<file path="src/rtl/vga_scan_out_pkg.sv">
// Shared VGA timing constants, colour keys, colour-field slices and the stage-1 flag bundle.
package vga_scan_out_pkg;

  localparam int H_ACT   = 640;
  localparam int H_FP    = 16;
  localparam int H_SYNC  = 96;
  localparam int H_BP    = 48;
  localparam int V_ACT   = 480;
  localparam int V_FP    = 10;
  localparam int V_SYNC  = 2;
  localparam int V_BP    = 33;
  localparam int H_TOTAL = H_ACT + H_FP + H_SYNC + H_BP;
  localparam int V_TOTAL = V_ACT + V_FP + V_SYNC + V_BP;

  localparam int CLK_DIV = 4;
  localparam int ROM_LAT = 2;

  localparam logic [11:0] TRANSPARENT = 12'hF0F;
  localparam logic [11:0] BG_COLOR    = 12'h000;

  localparam int R_HI = 11;
  localparam int R_LO = 8;
  localparam int G_HI = 7;
  localparam int G_LO = 4;
  localparam int B_HI = 3;
  localparam int B_LO = 0;

  // Sync flags are kept active-high here so an all-zero reset means "no sync".
  typedef struct packed {
    logic active;
    logic not_blank;
    logic hs;
    logic vs;
  } s1_t;

  function automatic logic [11:0] dim(input logic [11:0] c);
    return {1'b0, c[R_HI:R_LO+1], 1'b0, c[G_HI:G_LO+1], 1'b0, c[B_HI:B_LO+1]};
  endfunction

endpackage

</file>
<file path="src/rtl/vga_scan_out_timing.sv">
// Pixel-rate divider, raster counters, frame tick and raw active/sync decode.
module vga_timing #(
  parameter int CLK_DIV = vga_scan_out_pkg::CLK_DIV,
  parameter int H_ACT   = vga_scan_out_pkg::H_ACT,
  parameter int H_FP    = vga_scan_out_pkg::H_FP,
  parameter int H_SYNC  = vga_scan_out_pkg::H_SYNC,
  parameter int H_BP    = vga_scan_out_pkg::H_BP,
  parameter int V_ACT   = vga_scan_out_pkg::V_ACT,
  parameter int V_FP    = vga_scan_out_pkg::V_FP,
  parameter int V_SYNC  = vga_scan_out_pkg::V_SYNC,
  parameter int V_BP    = vga_scan_out_pkg::V_BP
) (
  input  logic       clk,
  input  logic       rst,
  output logic       pix_en,
  output logic [9:0] h_cnt,
  output logic [9:0] v_cnt,
  output logic       frame_start,
  output logic       active,
  output logic       hs_n,
  output logic       vs_n
);
  import vga_scan_out_pkg::*;

  localparam int HT = H_ACT + H_FP + H_SYNC + H_BP;
  localparam int VT = V_ACT + V_FP + V_SYNC + V_BP;
  localparam int DW = (CLK_DIV > 1) ? $clog2(CLK_DIV) : 1;

  logic [DW-1:0] div_q, div_d;
  logic [9:0]    h_q, h_d, v_q, v_d;
  logic          fs_q, fs_d;

  assign pix_en = (div_q == DW'(CLK_DIV - 1));

  always_comb begin
    div_d = pix_en ? '0 : div_q + 1'b1;
    h_d   = h_q;
    v_d   = v_q;
    fs_d  = 1'b0;
    if (pix_en) begin
      if (h_q == 10'(HT - 1)) begin
        h_d = '0;
        if (v_q == 10'(VT - 1)) begin
          v_d  = '0;
          fs_d = 1'b1;
        end else begin
          v_d = v_q + 1'b1;
        end
      end else begin
        h_d = h_q + 1'b1;
      end
    end
  end

  always_ff @(posedge clk or posedge rst) begin
    if (rst) begin
      div_q <= '0;
      h_q   <= '0;
      v_q   <= '0;
      fs_q  <= 1'b0;
    end else begin
      div_q <= div_d;
      h_q   <= h_d;
      v_q   <= v_d;
      fs_q  <= fs_d;
    end
  end

  assign h_cnt       = h_q;
  assign v_cnt       = v_q;
  assign frame_start = fs_q;
  assign active      = (h_q < 10'(H_ACT)) && (v_q < 10'(V_ACT));
  assign hs_n        = !((h_q >= 10'(H_ACT + H_FP)) && (h_q <= 10'(H_ACT + H_FP + H_SYNC - 1)));
  assign vs_n        = !((v_q >= 10'(V_ACT + V_FP)) && (v_q <= 10'(V_ACT + V_FP + V_SYNC - 1)));

endmodule

</file>
<file path="src/rtl/vga_scan_out.sv">
// Scan-out top: raster timing, ROM address stage, colour mux stage and VGA pin drive.
module vga_scan_out #(
  parameter int CLK_DIV = vga_scan_out_pkg::CLK_DIV,
  parameter int ROM_LAT = vga_scan_out_pkg::ROM_LAT,
  parameter int H_ACT   = vga_scan_out_pkg::H_ACT,
  parameter int H_FP    = vga_scan_out_pkg::H_FP,
  parameter int H_SYNC  = vga_scan_out_pkg::H_SYNC,
  parameter int H_BP    = vga_scan_out_pkg::H_BP,
  parameter int V_ACT   = vga_scan_out_pkg::V_ACT,
  parameter int V_FP    = vga_scan_out_pkg::V_FP,
  parameter int V_SYNC  = vga_scan_out_pkg::V_SYNC,
  parameter int V_BP    = vga_scan_out_pkg::V_BP
) (
  input  logic        clk,
  input  logic        rst,
  input  logic        isDark,
  input  logic [16:0] pixel_addr,
  input  logic        notBlank,
  input  logic [11:0] rom_data,
  output logic [9:0]  h_cnt,
  output logic [9:0]  v_cnt,
  output logic [16:0] rom_addr,
  output logic        pix_en,
  output logic [3:0]  vgaRed,
  output logic [3:0]  vgaGreen,
  output logic [3:0]  vgaBlue,
  output logic        hsync,
  output logic        vsync,
  output logic        frame_start
);
  import vga_scan_out_pkg::*;

  // ROM data must settle inside one pixel period.
  if (ROM_LAT > CLK_DIV - 1) begin : g_lat_chk
    $error("vga_scan_out: ROM_LAT must be <= CLK_DIV-1");
  end

  logic active, hs_n, vs_n;

  vga_timing #(
    .CLK_DIV(CLK_DIV),
    .H_ACT(H_ACT), .H_FP(H_FP), .H_SYNC(H_SYNC), .H_BP(H_BP),
    .V_ACT(V_ACT), .V_FP(V_FP), .V_SYNC(V_SYNC), .V_BP(V_BP)
  ) u_timing (
    .clk         (clk),
    .rst         (rst),
    .pix_en      (pix_en),
    .h_cnt       (h_cnt),
    .v_cnt       (v_cnt),
    .frame_start (frame_start),
    .active      (active),
    .hs_n        (hs_n),
    .vs_n        (vs_n)
  );

  s1_t         s1_q, s1_d;
  logic [16:0] addr_q, addr_d;
  logic [11:0] rgb_q, rgb_d, colour;
  logic        hs_q, hs_d, vs_q, vs_d;

  always_comb begin
    if (!s1_q.active)
      colour = '0;
    else if (!s1_q.not_blank || rom_data == TRANSPARENT)
      colour = BG_COLOR;
    else
      colour = rom_data;

    addr_d = addr_q;
    s1_d   = s1_q;
    rgb_d  = rgb_q;
    hs_d   = hs_q;
    vs_d   = vs_q;
    if (pix_en) begin
      addr_d = pixel_addr;
      s1_d   = '{active: active, not_blank: notBlank, hs: !hs_n, vs: !vs_n};
      rgb_d  = isDark ? dim(colour) : colour;
      hs_d   = !s1_q.hs;
      vs_d   = !s1_q.vs;
    end
  end

  always_ff @(posedge clk or posedge rst) begin
    if (rst) begin
      addr_q <= '0;
      s1_q   <= '0;
      rgb_q  <= '0;
      hs_q   <= 1'b1;
      vs_q   <= 1'b1;
    end else begin
      addr_q <= addr_d;
      s1_q   <= s1_d;
      rgb_q  <= rgb_d;
      hs_q   <= hs_d;
      vs_q   <= vs_d;
    end
  end

  assign rom_addr = addr_q;
  assign vgaRed   = rgb_q[R_HI:R_LO];
  assign vgaGreen = rgb_q[G_HI:G_LO];
  assign vgaBlue  = rgb_q[B_HI:B_LO];
  assign hsync    = hs_q;
  assign vsync    = vs_q;

endmodule

</file>
<file path="config.mk">
export PLATFORM = sky130hd
export DESIGN_NAME = vga_scan_out
export DESIGN_NICKNAME = d
export VERILOG_FILES = /design/src/rtl/vga_scan_out_pkg.sv /design/src/rtl/vga_scan_out_timing.sv /design/src/rtl/vga_scan_out.sv
export SDC_FILE = /design/constraint.sdc
export NUM_CORES = 1
export LEC_CHECK = 0
export CORE_MARGIN = 3
export CORE_UTILIZATION = 45
export DETAILED_ROUTE_END_ITERATION = 10
export PLACE_DENSITY = 0.79
export SYNTH_ARGS = -nofsm -noshare
export SYNTH_HDL_FRONTEND = slang
export SYNTH_SLANG_ARGS = --single-unit
</file>
<file path="constraint.sdc">
create_clock -name clk -period 6.37 [get_ports clk]
set_input_delay 0.9555 -clock clk [delete_from_list [all_inputs] [get_ports clk]]
set_output_delay 0.9555 -clock clk [all_outputs]
set_load 0.02 [all_outputs]
</file>
==> impl_metrics.env, run 1 <==
export IMPL_number_of_buffers_between_clock_root_and_the_deepest_sink=2
export IMPL_synth_warning_count=0
export IMPL_hold_violations=0
export IMPL_core_sq_mm=0.00557
export IMPL_timing_hold_worst_class="flop to flop"
export IMPL_period_needed_ps=3150
export IMPL_critical_path_max_stage_delay_ps=680
export IMPL_grt_max_degree=59
export IMPL_grt_antenna_before_repair=0
export IMPL_area_growth_pct=42.8
export IMPL_slew_headroom_pct=35.5
export IMPL_nets=348
export IMPL_max_cap_viol_count=0
export IMPL_delay_heaviest_family_cp="buffers and inverters"
export IMPL_port_buffers=85
export IMPL_crit_buf_inv=2
export IMPL_power_density_cell_area_mw_per_mm2=215
export IMPL_synth_cell_area_sq_mm=0.00262
export IMPL_timing_critical_path_cells="ha_2 > buf_4 > clkdlybuf4s50_1"
export IMPL_cts_clk_slew_worst_paths_ps=70
export IMPL_setup_violations_final=0
export IMPL_groute_usage_overall_pct=18.1
export IMPL_clock_latency_ps=330
export IMPL_detailedPlacementHpwl_um=4030
export IMPL_drt_initial_drc_count=70
export IMPL_initial_standard_cell_utilization_of_the_core_pct=46.9
export IMPL_tritoncts="yes"
export IMPL_fin_ws_ps=3220
export IMPL_post_route_cell_area_sq_mm=0.00373
export IMPL_floorplan_io_pins=86
export IMPL_setup_worst_path_start_class="flop"
export IMPL_drt_pass_1_iters=4
export IMPL_drt_total_wl_um=5840
export IMPL_fp_dieH_um=82.2
export IMPL_report_final_slew_viol_count=0
export IMPL_clock_sinks=58
export IMPL_p_total_w=0.000804
export IMPL_synth_seq_area_share_pct=55.6
export IMPL_worstMarginPinSlew_ps=967
export IMPL_worst_ir_drop_vdd_mv=0.151
export IMPL_drive_above_1_share_pct=14.9
export IMPL_timing_critical_path_to_type="output pin"
export IMPL_vias_in_the_first_global_route=1930
export IMPL_grt_first_pass_wirelength_um=9190
export IMPL_leakage_nw=1.61
export IMPL_dp_worst_setup_slack_ps=3110
export IMPL_synth_cell_types=39
export IMPL_detailroute_via_count=1954
export IMPL_route_detailed_wl_per_inst_um=15.1
export IMPL_finalCoreUtilization_pct=67.0
export IMPL_avg_cell_area_syn_sq_um=11.8
export IMPL_ctsHoldBuffers=0
export IMPL_cts_resized=0
export IMPL_avgViaCountPerCell=5.05
export IMPL_ys_ff_latch=58
export IMPL_dieWidth_um=82.2
export IMPL_fmaxAchievable_ghz=0.318
export IMPL_status="finished, final reports clean"
export IMPL_min_period_over_period_pct=49.4
export IMPL_worst_endpoint_required_ps=5410
export IMPL_clockRootBuffer="clkbuf_8"
export IMPL_synthesis_nets=259
export IMPL_grt_setup_unrepaired="no"
export IMPL_route_antenna_remaining_nets=0
export IMPL_routabilityCongestion=0.812
export IMPL_placed_cell_area_sq_mm=0.00353
export IMPL_post_cts_buffers=0
export IMPL_drc=0
export IMPL_timing_clock_skew_ps=9.75
export IMPL_globalRoute_totalOverflow=0
export IMPL_antenna_cells_inserted=0
export IMPL_timing_setup_critical_path_class="flop to output pin"
export IMPL_synthCells=221
export IMPL_arrival_ps=2190
export IMPL_htree_num_levels=3
export IMPL_totalNegativeSetupSlack_ps=0
export IMPL_floorplan_die_area_sq_mm=0.00676
export IMPL_crit_slowest_cell="clkdlybuf4s50_1"
export IMPL_cts_inserted_buffers=9
export IMPL_core_rowCount=27
export IMPL_r2r_setup_slack_ps=3800
export IMPL_crit_path_max_fanout=33
area by class of cell:
class / count / area (sq um)
fillers: 433 / 1840
flip-flops and latches: 58 / 1450
multi-input cells: 130 / 1030
repair buffers: 87 / 866
clock buffers: 10 / 138
inverters: 24 / 90.1
well taps: 72 / 90.1
clock inverters: 6 / 66.3
layout by cell type (no fill, tap or decap), types with 2 or more instances in the layout:
cell / instances
nor3_1: 3
nand2_1: 4
o22ai_1: 9
dfrtp_1: 56
nand4_1: 3
o21ai_0: 6
nand3_1: 11
xnor2_1: 11
mux2i_1: 12
nand3b_1: 2
nor2_1: 13
nor4_1: 3
and3_1: 2
mux2_2: 20
buf_4: 2
o32ai_1: 3
inv_1: 23
dfstp_2: 2
clkinvlp_4: 3
or4_1: 3
xor2_1: 3
ha_1: 4
nand4b_1: 2
and4_1: 2
clkbuf_8: 10
clkdlybuf4s50_1: 85
routing by layer:
| layer | vias to the layer above | track usage (%) | share of wire (%) |
|---|---|---|---|
| met3 | 7 | 7.05 | 9.1 |
| met5 | - | 0 | 0 |
| met4 | 0 | 6.48 | 0.62 |
| met2 | 74 | 27.1 | 45 |
| li1 | 951 | - | - |
| met1 | 922 | 24.0 | 45 |
metrics by stage:
step,std cells,hold slack (ps)
global placement,371,397
CTS,387,422
global route,387,444
floorplan,221,388
finish,387,418
detailed placement,371,413
registers in the layout, indices dropped and copies added, names as in the netlist:
name	cells
hsync	1
vsync	1
s1_q	4
u_timing.v_cnt	10
rom_addr	17
rgb_q	12
u_timing.div_q	2
u_timing.frame_start	1
u_timing.h_cnt	10
synthesized netlist by cell type (all sizes together):
cell      n  area (sq um)
or2       1          6.26
o22ai     9          56.3
and3      3          20.0
nand2     4          15.0
mux2     20           225
nor3      3          15.0
nand3    11          55.1
nor4      3          18.8
nand4     4          40.0
clkbuf    4          16.3
xor2      3          26.3
mux2i    12           120
o21ai     6          30.0
o2111ai   1          8.76
o32ai     3          26.3
nor4b     1          8.76
inv      24          90.1
a21bo     1          10.0
nand4b    3          41.3
or4       3          22.5
buf       5          26.3
ha        5          62.6
dfstp     2          52.6
o31ai     1          7.51
nand3b    2          15.0
nand2b    1          6.26
dfrtp    56          1400
nor3b     1          7.51
xnor2    11          96.3
or3       1          6.26
a21oi     1          5.00
and4      3          27.5
nor2     13          48.8
power by group:
part	switching (W)	internal (W)
Clock	0.000150	0.000191
Sequential	0.00000523	0.000379
Combinational	0.0000351	0.0000440
Total	0.000190	0.000613
worst paths after layout:
path,depth (start not counted),start,endpoint
worst max-delay path,3,u_timing.div_q[0],pix_en
min in group asynchronous,3,rst,rom_addr[7]
worst min register to register,1,s1_q[0],vsync
max in group asynchronous,3,rst,u_timing.h_cnt[8]
worst min-delay path,1,s1_q[0],vsync
worst max register to register,6,u_timing.div_q[0],u_timing.v_cnt[9]
kinds of logic after synthesis:
kind of cell,after synthesis,synth area share [%]
compound gates,22,5.50
xor+xnor,14,4.69
fa+ha+maj,5,2.39
buf+inv,33,5.07
flops,58,55.6
mux,32,13.2
simple gates,57,13.5
No activity file was read; power rests on OpenSTA's default activity.
==> run 2, diff against run 1 <==
Clock period 6.37 ns to 3.1 ns, I/O delays scaled along.
==> run 2 against run 1 <==
Net effect:
- routed wire length shrank 0.87%
- count of clock-buffer cells in the layout grew 1
- sequential power grew 110%
- cell area shrank 0.80%
- non-clock buffer count grew 2
- highest routed layer unchanged
- register-to-register slack lost 2800 ps
- combinational power grew 110%
- final cell count is the same
- critical path depth grew 2
- sequential share of layout area grew 0.32 points
==> impl_metrics.env, run 2 (synthesis gave the netlist of run 1 again) <==
export IMPL_status="finished, final reports clean"
export IMPL_core_sq_mm=0.00557
export IMPL_route_detailed_wl_per_inst_um=15.0
export IMPL_clock_latency_ps=320
export IMPL_drt_pass_1_iters=4
export IMPL_route_antenna_remaining_nets=0
export IMPL_detailroute_via_count=1973
export IMPL_fmaxAchievable_ghz=0.487
export IMPL_drc=0
export IMPL_dieWidth_um=82.2
export IMPL_post_route_cell_area_sq_mm=0.00370
export IMPL_timing_setup_critical_path_class="flop to flop"
export IMPL_routabilityCongestion=0.790
export IMPL_post_cts_buffers=0
export IMPL_core_rowCount=27
export IMPL_initial_standard_cell_utilization_of_the_core_pct=46.9
export IMPL_tritoncts="yes"
export IMPL_worst_endpoint_required_ps=3340
export IMPL_clockRootBuffer="clkbuf_8"
export IMPL_drt_initial_drc_count=52
export IMPL_grt_first_pass_wirelength_um=9270
export IMPL_floorplan_die_area_sq_mm=0.00676
export IMPL_port_buffers=85
export IMPL_globalRoute_totalOverflow=0
export IMPL_mostFrequentLayoutCell="clkdlybuf4s50_1"
export IMPL_nets=350
export IMPL_clock_sinks=58
export IMPL_crit_path_max_fanout=6
export IMPL_worstMarginPinSlew_ps=941
export IMPL_placed_cell_area_sq_mm=0.00355
export IMPL_drt_total_wl_um=5790
export IMPL_crit_slowest_cell="or4_1"
export IMPL_timing_critical_path_cells="ha_1 > nand4_4 > or3_1 > or4_1 > a21oi_1"
export IMPL_critical_path_max_stage_delay_ps=530
export IMPL_drive_above_1_share_pct=14.6
export IMPL_cts_inserted_buffers=9
export IMPL_arrival_ps=2290
export IMPL_cts_clk_slew_worst_paths_ps=60
export IMPL_fp_dieH_um=82.2
export IMPL_final_fill_count=451
export IMPL_report_final_slew_viol_count=0
export IMPL_avgViaCountPerCell=5.10
export IMPL_vias_in_the_first_global_route=1974
export IMPL_hold_worst_slack_ps=408
export IMPL_htree_num_levels=3
export IMPL_floorplan_io_pins=86
export IMPL_cts_resized=0
export IMPL_detailedPlacementHpwl_um=4100
export IMPL_number_of_buffers_between_clock_root_and_the_deepest_sink=2
export IMPL_ctsHoldBuffers=0
export IMPL_period_needed_ps=2050
export IMPL_min_period_over_period_pct=66.2
export IMPL_setup_worst_path_start_class="flop"
export IMPL_hold_violations=0
export IMPL_max_cap_viol_count=0
export IMPL_worst_ir_drop_vdd_mv=0.282
export IMPL_area_growth_pct=41.7
export IMPL_grt_setup_unrepaired="no"
export IMPL_power_density_cell_area_mw_per_mm2=411
export IMPL_timing_critical_path_to_type="flop"
export IMPL_largest_reg_flops=17
export IMPL_leakage_nw=1.61
export IMPL_setup_violations_final=0
export IMPL_slew_headroom_pct=37.1
export IMPL_timing_hold_worst_class="flop to flop"
export IMPL_groute_usage_overall_pct=17.9
export IMPL_grt_antenna_before_repair=0
export IMPL_most_frequent_cells_in_the_layout="clkdlybuf4s50_1 (85), dfrtp_1 (56), inv_1 (23)"
export IMPL_totalNegativeSetupSlack_ps=0
export IMPL_grt_max_degree=48
export IMPL_antenna_cells_inserted=0
export IMPL_timing_clock_skew_ps=10.2
[run 2: power breakdown]
part           internal [W]  switching [W]
Sequential         0.000778     0.00000970
Clock              0.000300       0.000270
Combinational     0.0000912      0.0000724
Total               0.00117       0.000352
[run 2: worst paths after layout]
kind	startpoint	endpoint	slack, ps	cells past startpoint
max	u_timing.h_cnt[0]	u_timing.v_cnt[9]	1050	5
min	s1_q[0]	vsync	410	1
max reg2reg	u_timing.h_cnt[0]	u_timing.v_cnt[9]	1050	5
min reg2reg	s1_q[0]	vsync	410	1
max in group asynchronous	rst	rgb_q[0]	1740	3
min in group asynchronous	rst	rom_addr[5]	690	2
[run 2: through the flow]
step                      instances  total power (W)  worst slack [ps]  util, %
final                           387          0.00152              1050     66.5
after global routing            387          0.00159               963     66.5
after CTS                       387          0.00154              1050     66.5
after detailed placement        373         0.000967               796     63.6
after global placement          373         0.000965               866     63.6
after floorplan                 221         0.000869               919        -
[run 2: worst max-delay path, delay by kind of cell, from the launching register on]
family | cells | cell delay (ps)
DFF | 1 | 420
and+or+nand+nor | 3 | 1160
AOI/OAI and AO/OA | 1 | 150
adders and majority gates | 1 | 250
[run 2: per-layer routing]
| metal | vias to the layer above | routed length, um | GRT usage, % |
|---|---|---|---|
| li1 | 949 | - | - |
| met1 | 953 | 2690 | 23.7 |
| met2 | 67 | 2590 | 28.8 |
| met3 | 4 | 468 | 4.23 |
| met4 | 0 | 36 | 5.98 |
| met5 | - | 0 | 0 |
[run 2: layout make-up]
cell class	count	area [sq um]	area share, %
sequential	58	1450	39.2
tap	72	90.1	2.43
inverter	24	90.1	2.43
clock buffer	11	141	3.82
multi-input combinational	130	1030	27.8
timing repair buffer	89	881	23.8
clock inverter	3	17.5	0.473
==> run 3, diff against run 2 <==
Clock period 3.1 ns to 2.12 ns, I/O delays scaled along.
==> run 3 against run 2 <==
Net effect:
- flip-flop and latch count did not move
- register-to-register slack got worse by 880 ps
- sequential share of layout area fell by 0.83 points
- non-clock buffer count rose by 5
- global-route usage rose by 0.22 points
- final cell count rose by 1.8%
==> impl_metrics.env, run 3 (synthesis gave the netlist of run 1 again) <==
export IMPL_clock_latency_ps=320
export IMPL_finalCoreUtilization_pct=67.9
export IMPL_grt_max_degree=59
export IMPL_ctsHoldBuffers=0
export IMPL_port_buffers=85
export IMPL_htree_num_levels=3
export IMPL_power_report_internal_total_w=0.00185
export IMPL_min_period_over_period_pct=92.1
export IMPL_number_of_buffers_between_clock_root_and_the_deepest_sink=2
export IMPL_drt_total_wl_um=5950
export IMPL_r2r_start="u_timing.h_cnt[0]"
export IMPL_tritoncts="yes"
export IMPL_cts_resized=0
export IMPL_timing_critical_path_from="u_timing.h_cnt[0]"
export IMPL_drive_above_1_share_pct=15.8
export IMPL_report_final_slew_viol_count=0
export IMPL_avgViaCountPerCell=5.10
export IMPL_fin_ws_ps=167
export IMPL_grt_first_pass_wirelength_um=9220
export IMPL_slew_headroom_pct=57.6
export IMPL_fp_dieH_um=82.2
export IMPL_grt_antenna_before_repair=0
export IMPL_clock_sinks=58
export IMPL_crit_path_max_fanout=6
export IMPL_status="finished, final reports clean"
export IMPL_core_rowCount=27
export IMPL_largest_reg_flops=17
export IMPL_most_frequent_cells_in_the_layout="clkdlybuf4s50_1 (85), dfrtp_1 (56), inv_1 (23)"
export IMPL_groute_usage_overall_pct=18.1
export IMPL_r2r_end="u_timing.v_cnt[9]"
export IMPL_route_antenna_remaining_nets=0
export IMPL_nets=355
export IMPL_fmaxAchievable_ghz=0.512
export IMPL_core_sq_mm=0.00557
export IMPL_met1_length_um=2710
export IMPL_timing_critical_path_to_type="flop"
export IMPL_power_sequential_fraction_pct=48.6
export IMPL_floorplan_io_pins=86
export IMPL_share_of_power_burned_in_combinational_logic_pct=10.3
export IMPL_vias_in_the_first_global_route=1912
export IMPL_setup_worst_path_start_class="flop"
export IMPL_post_cts_buffers=0
export IMPL_antenna_cells_inserted=0
export IMPL_top_signal_layer_used="met4"
export IMPL_leakage_nw=1.65
export IMPL_detailroute_via_count=2009
export IMPL_dieWidth_um=82.2
export IMPL_crit_end="u_timing.v_cnt[9]"
export IMPL_globalRoute_totalOverflow=0
export IMPL_reg2regPathDepth=5
export IMPL_r2r_setup_slack_ps=170
export IMPL_cts_inserted_buffers=9
export IMPL_worst_ir_drop_vdd_mv=0.348
export IMPL_area_growth_pct=44.7
export IMPL_route_detailed_wl_per_inst_um=15.1
export IMPL_drt_initial_drc_count=96
export IMPL_dp_worst_setup_slack_ps=-24.5
export IMPL_mostFrequentLayoutCell="clkdlybuf4s50_1"
export IMPL_timing_clock_skew_ps=7.26
export IMPL_hold_violations=0
export IMPL_routabilityCongestion=0.811
export IMPL_initial_standard_cell_utilization_of_the_core_pct=46.9
export IMPL_arrival_ps=2190
export IMPL_worst_endpoint_required_ps=2360
export IMPL_route_met2_wl_um=2760
export IMPL_final_fill_count=434
export IMPL_detailedPlacementHpwl_um=4320
export IMPL_clockRootBuffer="clkbuf_8"
export IMPL_dr_wl_met3_um=445
export IMPL_clock_power_share_pct=41.0
export IMPL_worstMarginPinSlew_ps=635
export IMPL_drt_pass_1_iters=4
export IMPL_totalNegativeSetupSlack_ps=0
export IMPL_cts_clk_slew_worst_paths_ps=60
export IMPL_setup_violations_final=0
export IMPL_timing_setup_critical_path_class="flop to flop"
export IMPL_switching_power_w=0.000524
export IMPL_timing_hold_worst_class="input port to asynchronous set/reset pin"
export IMPL_drc=0
export IMPL_grt_setup_unrepaired="no"
export IMPL_period_needed_ps=1950
export IMPL_floorplan_die_area_sq_mm=0.00676
export IMPL_sw_frac_of_total_pct=22.1
export IMPL_max_cap_viol_count=0
export IMPL_power_density_cell_area_mw_per_mm2=627
==> run 3: cell types whose count changed in the layout (fill, tap and decap cells not counted), sizes merged <==
cell	delta
clkbuf	+2
buf	+5
bufinv	+1
clkinvlp	-1
==> run 3: area by class of cell <==
cell class	instances	area, sq um	share of cell area, %
sequential	58	1450	38.4
inverter	24	90.1	2.38
clock buffer	13	149	3.93
multi-input combinational	130	1030	27.2
clock inverter	3	40.0	1.06
timing repair buffer	94	931	24.6
tap	72	90.1	2.38
==> run 3: critical path, stage by stage (launching register included) <==
cell,delay [ps]
dfrtp_1,420
ha_1,260
nand4_4,160
or3_1,350
or4_1,500
a21oi_1,180
==> run 3: per-stage QoR <==
| step | instances | total power, W | area, sq um | hold WS (ps) |
|---|---|---|---|---|
| after floorplan | 221 | 0.00127 | 2620 | 388 |
| after global routing | 394 | 0.00247 | 3780 | 400 |
| final | 394 | 0.00237 | 3780 | 381 |
| after CTS | 394 | 0.00240 | 3780 | 382 |
| after global placement | 378 | 0.00141 | 3600 | 392 |
| after detailed placement | 378 | 0.00142 | 3600 | 403 |
==> run 3: power groups by stage <==
stage / registers [W] / logic, W / clock network (W)
after floorplan: 0.00121 / 0.0000610 / 0
after global placement: 0.00117 / 0.000243 / 0
after detailed placement: 0.00117 / 0.000248 / 0
after CTS: 0.00115 / 0.000249 / 0.000996
after global routing: 0.00116 / 0.000264 / 0.00105
final: 0.00115 / 0.000245 / 0.000973
==> run 3: how the worst min path moves through the flow <==
stage | startpoint | endpoint | slack (ps) | depth (start not counted)
after global placement | s1_q[0] | vsync | 390 | 1
after floorplan | s1_q[1] | hsync | 390 | 1
after global routing | rst | rom_addr[8] | 400 | 3
after detailed placement | s1_q[1] | hsync | 400 | 1
final | rst | rom_addr[8] | 380 | 3
after CTS | rst | rom_addr[5] | 380 | 3
==> run 3: per-layer routing <==
layer / vias up / GRT usage, %
li1: 969 / -
met1: 971 / 24.0
met2: 63 / 27.9
met3: 6 / 6.40
met4: 0 / 5.48
met5: - / 0
